===== src/rtl/peripheral_tx_pkg.sv =====
// Shared types and constants for the peripheral serial transmitter.
// Holds the serializer state enum, frame bit counts and default bit timing.
package peripheral_tx_pkg;

    typedef enum logic [2:0] {
        S_IDLE   = 3'd0,
        S_START  = 3'd1,
        S_DATA   = 3'd2,
        S_PARITY = 3'd3,
        S_STOP   = 3'd4
    } tx_state_t;

    localparam int DATA_BITS            = 8;
    localparam int FRAME_BITS_BASE      = 10;
    localparam int FRAME_BITS_PARITY    = 11;
    localparam int DEFAULT_CLKS_PER_BIT = 4;

endpackage


===== src/rtl/peripheral_tx_fifo.sv =====
// periph_fifo: word FIFO feeding the serializer, pointer MSB full/empty scheme.
// Ports: clk, rst (async high), push/din in, pop in, dout (head word), full, empty.
module periph_fifo
    import peripheral_tx_pkg::*;
#(
    parameter int DEPTH = 4,
    parameter int WIDTH = 16
) (
    input  logic             clk,
    input  logic             rst,
    input  logic             push,
    input  logic             pop,
    input  logic [WIDTH-1:0] din,
    output logic [WIDTH-1:0] dout,
    output logic             full,
    output logic             empty
);
    localparam int AW = $clog2(DEPTH);

    logic [AW:0]      r_wptr;
    logic [AW:0]      r_rptr;
    logic [WIDTH-1:0] r_mem [DEPTH];
    logic             w_wr;
    logic             w_rd;

    // A pop in the same cycle frees the slot, so a push to a full FIFO still lands.
    assign w_rd  = pop && !empty;
    assign w_wr  = push && (!full || w_rd);
    assign empty = (r_wptr == r_rptr);
    assign full  = (r_wptr[AW] != r_rptr[AW]) &&
                   (r_wptr[AW-1:0] == r_rptr[AW-1:0]);
    assign dout  = r_mem[r_rptr[AW-1:0]];

    always_ff @(posedge clk) begin
        if (w_wr) begin
            r_mem[r_wptr[AW-1:0]] <= din;
        end
    end

    always_ff @(posedge clk or posedge rst) begin
        if (rst) begin
            r_wptr <= '0;
            r_rptr <= '0;
        end else begin
            if (w_wr) r_wptr <= r_wptr + 1'b1;
            if (w_rd) r_rptr <= r_rptr + 1'b1;
        end
    end

endmodule


===== src/rtl/peripheral_tx.sv =====
// peripheral_tx: buffers 16-bit words and sends each as two UART-style bytes, low first.
// Ports: clk, rst (async high), wr_en/wr_data in; full, busy, overflow, tx out.
// Optional macro PERIPH_TX_PARITY_EN adds an even parity bit after the data bits.
module peripheral_tx
    import peripheral_tx_pkg::*;
#(
    parameter int CLKS_PER_BIT = DEFAULT_CLKS_PER_BIT,
    parameter int FIFO_DEPTH   = 4
) (
    input  logic        clk,
    input  logic        rst,
    input  logic        wr_en,
    input  logic [15:0] wr_data,
    output logic        full,
    output logic        busy,
    output logic        overflow,
    output logic        tx
);
    localparam logic [7:0] CNT_LOAD = 8'(CLKS_PER_BIT - 1);
    localparam logic [2:0] LAST_BIT = 3'(DATA_BITS - 1);

    tx_state_t   r_state;
    tx_state_t   w_next;
    logic [7:0]  r_cnt;
    logic [2:0]  r_bit;
    logic        r_byte_sel;
    logic [15:0] r_shift;
    logic        r_ovf;
    logic        w_empty;
    logic        w_full;
    logic        w_pop;
    logic        w_bit_done;
    logic [15:0] w_dout;
`ifdef PERIPH_TX_PARITY_EN
    logic        r_par;
`endif

    assign w_pop      = (r_state == S_IDLE) && !w_empty;
    assign w_bit_done = (r_cnt == 8'd0);
    assign full       = w_full;
    assign overflow   = r_ovf;

    periph_fifo #(
        .DEPTH (FIFO_DEPTH),
        .WIDTH (16)
    ) u_fifo (
        .clk   (clk),
        .rst   (rst),
        .push  (wr_en),
        .pop   (w_pop),
        .din   (wr_data),
        .dout  (w_dout),
        .full  (w_full),
        .empty (w_empty)
    );

    always_ff @(posedge clk or posedge rst) begin
        if (rst) r_state <= S_IDLE;
        else     r_state <= w_next;
    end

    always_comb begin
        w_next = r_state;
        unique case (r_state)
            S_IDLE:   if (!w_empty) w_next = S_START;
            S_START:  if (w_bit_done) w_next = S_DATA;
            S_DATA: begin
                if (w_bit_done && r_bit == LAST_BIT) begin
`ifdef PERIPH_TX_PARITY_EN
                    w_next = S_PARITY;
`else
                    w_next = S_STOP;
`endif
                end
            end
            S_PARITY: if (w_bit_done) w_next = S_STOP;
            S_STOP:   if (w_bit_done) w_next = r_byte_sel ? S_IDLE : S_START;
            default:  w_next = S_IDLE;
        endcase
    end

    always_comb begin
        tx   = 1'b1;
        busy = (r_state != S_IDLE) || !w_empty;
        unique case (r_state)
            S_START:  tx = 1'b0;
            S_DATA:   tx = r_shift[0];
`ifdef PERIPH_TX_PARITY_EN
            S_PARITY: tx = r_par;
`else
            S_PARITY: tx = 1'b1;
`endif
            default:  tx = 1'b1;
        endcase
    end

    // Counter is reloaded on every bit boundary; the shift register moves
    // one place per data bit so the high byte is in place after the low byte.
    always_ff @(posedge clk or posedge rst) begin
        if (rst) begin
            r_cnt      <= '0;
            r_bit      <= '0;
            r_byte_sel <= 1'b0;
            r_shift    <= '0;
            r_ovf      <= 1'b0;
        end else begin
            if (wr_en && w_full && !w_pop) r_ovf <= 1'b1;
            unique case (r_state)
                S_IDLE: begin
                    if (w_pop) begin
                        r_shift    <= w_dout;
                        r_byte_sel <= 1'b0;
                        r_cnt      <= CNT_LOAD;
                    end
                end
                S_START: begin
                    if (w_bit_done) begin
                        r_cnt <= CNT_LOAD;
                        r_bit <= '0;
                    end else begin
                        r_cnt <= r_cnt - 8'd1;
                    end
                end
                S_DATA: begin
                    if (w_bit_done) begin
                        r_cnt   <= CNT_LOAD;
                        r_bit   <= r_bit + 3'd1;
                        r_shift <= {1'b0, r_shift[15:1]};
                    end else begin
                        r_cnt <= r_cnt - 8'd1;
                    end
                end
                S_PARITY: begin
                    if (w_bit_done) r_cnt <= CNT_LOAD;
                    else            r_cnt <= r_cnt - 8'd1;
                end
                S_STOP: begin
                    if (w_bit_done) begin
                        r_cnt      <= r_byte_sel ? 8'd0 : CNT_LOAD;
                        r_byte_sel <= 1'b1;
                    end else begin
                        r_cnt <= r_cnt - 8'd1;
                    end
                end
                default: r_cnt <= '0;
            endcase
        end
    end

`ifdef PERIPH_TX_PARITY_EN
    always_ff @(posedge clk or posedge rst) begin
        if (rst) begin
            r_par <= 1'b0;
        end else if (r_state == S_START) begin
            r_par <= 1'b0;
        end else if (r_state == S_DATA && w_bit_done) begin
            r_par <= r_par ^ r_shift[0];
        end
    end
`endif

endmodule


===== config.mk =====
export PLATFORM = sky130hd
export DESIGN_NAME = peripheral_tx
export DESIGN_NICKNAME = d
export VERILOG_FILES = /design/src/rtl/peripheral_tx_pkg.sv /design/src/rtl/peripheral_tx_fifo.sv /design/src/rtl/peripheral_tx.sv
export SDC_FILE = /design/constraint.sdc
export NUM_CORES = 1
export LEC_CHECK = 0
export BUFFER_PORTS_ARGS = -buffer_cell sky130_fd_sc_hd__buf_2
export CORE_MARGIN = 2
export CORE_UTILIZATION = 57
export CTS_BUF_LIST = sky130_fd_sc_hd__clkbuf_8 sky130_fd_sc_hd__clkbuf_16
export DETAILED_ROUTE_END_ITERATION = 8
export PLACE_DENSITY = 0.8
export SYNTH_ARGS = -nofsm -noshare
export SYNTH_HDL_FRONTEND = slang
export SYNTH_SLANG_ARGS = --single-unit

===== constraint.sdc =====
create_clock -name clk -period 2.2 [get_ports clk]
set_input_delay 0.66 -clock clk [delete_from_list [all_inputs] [get_ports clk]]
set_output_delay 0.66 -clock clk [all_outputs]
set_load 0.005 [all_outputs]

== Word-level counts from Yosys, hierarchy flattened ==
Memories as Yosys holds them, arrays and structs flattened.
Cells that the tools add are included.
Word-level totals
  flip-flop bits (word level): 38
  bits in writable memories: 64
  bits of input ports: 19
  output and inout bits: 4
  word-level logic and storage cells: 75
  memories kept: 1
Memory list
  u_fifo.r_mem: depth 4, bits a word 16, read ports 1, clocked after memory_dff 0, wr ports 1, RTL line peripheral_tx_fifo.sv:22  | logic [WIDTH-1:0] r_mem [DEPTH];
Operators by class
  add/subtract/negate cells: 4
  equality and inequality tests: 15
  mux-type cells: 24
  reductions and logical operators: 23
Operators by type and width (count)
  two-way mux 16 bit: 2
  case mux 16 bit (2 select lines): 1
  two-way mux 8 bit: 3
  case mux 8 bit (3 select lines): 1
  two-way mux 3 bit: 7
  case mux 3 bit (5 select lines): 1
  inequality test 2 bit, second input constant: 6
  adder 3 x 1 -> 3 bit, second input constant: 3
  AND reduction 3 bit: 3
  zero test 8 bit: 1
  subtractor 8 x 1 -> 8 bit, second input constant: 1
  logical AND 1 bit: 7
  == test 3 x 2 -> 1 bit, second input constant: 2
  == test 3 bit, second input constant: 2
  case mux 3 bit (2 select lines): 1
  nonzero test 2 bit: 3
  two-way mux 1 bit: 5
  AND reduction 5 bit: 1
  case mux 1 bit (2 select lines): 2
  == test 3 x 1 -> 1 bit, second input constant: 1
  == test 3 bit: 1
  zero test 1 bit: 3
  zero test 3 bit: 1
  nonzero test 3 bit: 1
  6 further kinds: 7

== Longest topological paths before layout ==
  word-level depth: 8
  gate-level depth with buffers: 9
  depth with buffers taken out: 6

== By module ==
Synthesis repeated with hierarchy kept, for this count alone.
Unflattened totals
  cell total of the unflattened synthesis: 312
  area, all modules: 4601.9 um2
By module, submodules not included
  periph_fifo: instances 1, cells each 120, area each 2775.2 um2, seq. area each 2072.0 um2
  peripheral_tx: instances 1, cells each 192, area each 1826.8 um2, seq. area each 800.8 um2

== Worst setup path after synthesis ==
OpenSTA, ideal clock, no wires.
  path type: register to register
  from: register r_cnt[0]
  to: register r_shift[0]
  setup time: 0.125 ns
  arrival: 1.863 ns
  data required time: 2.075 ns
  slack: 0.212 ns
  stages on the path, launching flop included: 10
  path buffers: 3
  clock period less this slack: 1.988 ns
  cell sequence: dfrtp_1 inv_1 ha_1 nor3b_1 and2_1 buf_4 a21o_4 buf_8 buf_12 mux2_4
Between the ends
  longest elaborated chain between the ends: 3
RTL lines
  start, declared: RTL line peripheral_tx.sv:24  | logic [7:0] r_cnt;
  start signal, assigned: RTL line peripheral_tx.sv:121  | r_cnt <= r_cnt - 8'd1;
  start signal, assigned: RTL line peripheral_tx.sv:130  | r_cnt <= r_cnt - 8'd1;
  start signal, assigned: RTL line peripheral_tx.sv:135  | else r_cnt <= r_cnt - 8'd1;
  zero test 8 bit: RTL line peripheral_tx.sv:39  | assign w_bit_done = (r_cnt == 8'd0);
  inequality test 2 bit (no source line)
  AND reduction 3 bit (no source line)
  end signal, assigned: RTL line peripheral_tx.sv:111  | r_shift <= w_dout;
  end signal, assigned: RTL line peripheral_tx.sv:128  | r_shift <= {1'b0, r_shift[15:1]};
  end, declared: RTL line peripheral_tx.sv:27  | logic [15:0] r_shift;
Every way passes these cells.
A chain may end at the register's enable or synchronous reset.

== Worst setup path in the final report ==
  from: register u_fifo.r_wptr[2]
  to: output port busy
Between the ends
  longest elaborated chain between the ends: 3
RTL lines
  start, declared: RTL line peripheral_tx_fifo.sv:20  | logic [AW:0] r_wptr;
  start signal, assigned: RTL line peripheral_tx_fifo.sv:45  | if (w_wr) r_wptr <= r_wptr + 1'b1;
  == test 3 bit: RTL line peripheral_tx_fifo.sv:29  | assign empty = (r_wptr == r_rptr);
  zero test 1 bit: RTL line peripheral_tx.sv:84  | busy = (r_state != S_IDLE) || !w_empty;
  logical OR 1 bit: RTL line peripheral_tx.sv:84
  end, declared: RTL line peripheral_tx.sv:15  | output logic busy,
Every way passes these cells.

==> out/results.ini <==
[setup_path]
startpoint_type=flip-flop
end_kind=primary output
timing.critical_path.max_delay_family=flip-flops
r2r_slack_ns=0.24
reg2regPathDepth=7
crit_arrival_ns=1.47
rr_endpoint=r_bit[0]
slowest_stage=dfrtp_1
path_max_fanout=5
rr_startpoint=r_cnt[0]
critPathKind=reg2out
cp_cell_sequence=xnor2_2, and4_4, inv_2, buf_6
worstPathBufferInverterCount=2
worst_ep_required_time_ns=1.54
max_stage_delay_ns=0.42

[logic_synthesis]
ys_top_cells_by_area=edfxtp_1 43%, dfrtp_1 21%, mux4_2 8.1%
synth_common_cells=64 x edfxtp_1, 38 x dfrtp_1, 16 x mux2_2, 16 x mux4_2, 11 x nand2_1
synth-edff-count=64
syn_avg_cell_area_um2=16.5
yosysTopAreaCellShare_pct=42.9
synth-seq-cells=102
ys_seq_area_share_pct=64.2
syn_inst=271
netlist_area_um2=4480
yosysWarnings=0
synth_nets=298
synth_cell_types=50
async_reset_ff_share_pct=37.3
synth.most_common_cell=edfxtp_1
synth_flop_cell=edfxtp_1
netlist.top_cell.by_area=edfxtp_1

[clock_tree]
cts-htree-levels=3
cts.sinks=102
cts_buffers=9
insertion_delay_ns=0.36
cts_tree=yes
cts_buffer_depth=2
cts_root_buffer=clkbuf_8
clkTransAtPathRegs_ns=0.10
cts_hold_buf=0

[sta]
max-slew-margin-rel_pct=65.9
tightest_slew_ns=0.511
skew_ns=0.0118
min_period_ns=2.13
rsz0062_at_grt=true
fin_hold_ws_ns=0.405
fmax_ghz=0.471
hold_viol_final=0
period_share_pct=96.6
setup-violations-final=0
drv_slew=0

[routing]
drc=0
ant_nets=0
num_vias=2405
wl_um=7510
wire_per_inst_um=17.7
firstDrtPassIters=4
vias_per_cell=5.66
drt-initial-drc-count=186

[outcome]
outcome=finished clean

[job]
maxCapViolations=0

[global_routing]
antenna_found_initial=0
track_usage_pct=18.8
grt_pass1_vias=2457
grt_overflow=0
grt_max_degree=39
grt_first_pass_wirelength_um=12000

[cells_and_area]
final_net_count=345
area_growth_pct=12.1
final_cells=425
design_area_um2=5020
num_antenna_cells=0
nFillCells=565
drive_above_1_share_pct=37.2
multiInputGateArea_um2=1480
seq_area_um2=2880

[placed_design]
port_buffers=22
dp_hpwl_um=4940
dpl-instance-area_um2=4760
dp.cells=402
place_congestion=0.793

[floorplanning]
die_h_um=92.6
start_util_pct=58.5
rows=32
die_area_um2=8580
pin_count=23
die_w_um=92.6
core_area_um2=7650

[pwr]
leakage_nw=1.97
power.density_nw_per_um2=815
irDropWorstVdd_uv=576

[worst_hold_path]
hold_path_class=in2async

worst register-to-register path, stage by stage, from the launching register on:
cell      delay [ns]
dfrtp_1         0.46
inv_1           0.08
ha_1            0.19
nor3b_2         0.22
buf_4           0.15
nand2_2         0.11
or3_1           0.42
o311ai_1        0.24
placed cells by master, fill, tap and decap left out, drive strengths merged, types with 2 or more instances in the layout:
cell / instances
edfxtp: 64
o41ai: 3
clkbuf: 9
inv: 13
a31oi: 2
clkinv: 4
buf: 48
nor3: 2
xnor2: 5
nand2: 12
and2: 6
o31ai: 2
o21ai: 11
xor2: 4
a21oi: 9
or4b: 2
mux2: 31
nand3: 2
dfrtp: 38
mux4: 16
o32ai: 2
ha: 8
or3: 8
nor2: 7
per-layer routing:
metal	part of all wire, %	wire, um	GRT usage, %
met5	0	0	0
met2	53	3990	32.9
met3	2.4	179	3.99
met1	43	3260	23.4
met4	1.1	82	6.50
cells by family after synthesis:
kind of cell	after synthesis	synth area share, %
muxes	47	16.6
buffers and inverters	22	3.07
DFF	102	64.2
adders and majority gates	8	2.24
and+or+nand+nor	45	5.79
xor gates and xnor gates	9	2.26
AOI/OAI and AO/OA	38	5.84
repair_timing:
action,4_1_cts,5_1_grt
buffers inserted,1,6
pin swaps,1,2
endpoints found under the hold margin,0,0
gates resized for setup,3,5
setup endpoints to repair,1,9
worst max path at each step:
stage	depth (start not counted)	from	slack, ns	to
after floorplan	9	r_cnt[0]	0.21	r_shift[0]
after CTS	4	u_fifo.r_rptr[0]	0.008	busy
after global placement	7	r_cnt[0]	0.25	r_cnt[6]
after detailed placement	7	r_cnt[0]	0.24	r_cnt[6]
final	4	u_fifo.r_wptr[2]	0.07	busy
after global routing	4	u_fifo.r_wptr[2]	-0.01	busy
power by group:
part	switching, mW	internal [mW]	total, mW
Clock	0.645	0.426	1.07
Sequential	0.0985	2.33	2.43
Combinational	0.319	0.271	0.590
stage by stage:
step | utilization (%) | power, mW | setup TNS [ns] | setup WS, ns
2_1_floorplan | - | 2.79 | 0 | 0.212
3_3_place_gp | 62.2 | 2.99 | 0 | 0.253
3_5_place_dp | 62.2 | 3.03 | 0 | 0.238
4_1_cts | 64.7 | 4.11 | 0 | 0.00758
5_1_grt | 65.6 | 4.28 | -0.0110 | -0.00964
6_report | 65.6 | 4.09 | 0 | 0.0750
area by class of cell:
| cell class | instances | share of cell area [%] |
|---|---|---|
| timing repair buffer | 48 | 6.21 |
| clock inverter | 7 | 1.10 |
| clock buffer | 9 | 2.47 |
| inverter | 10 | 0.748 |
| sequential | 102 | 57.3 |
| multi-input combinational | 147 | 29.6 |
| tap | 102 | 2.54 |
state kept, by name, summed over array words and instances, names as in the netlist:
signal	cells
r_byte_sel	1
overflow	1
r_state	3
r_cnt	8
u_fifo.r_rptr	3
r_shift	16
u_fifo.r_wptr	3
u_fifo.r_mem	64
r_bit	3
Power figures use the tool's default switching activity.
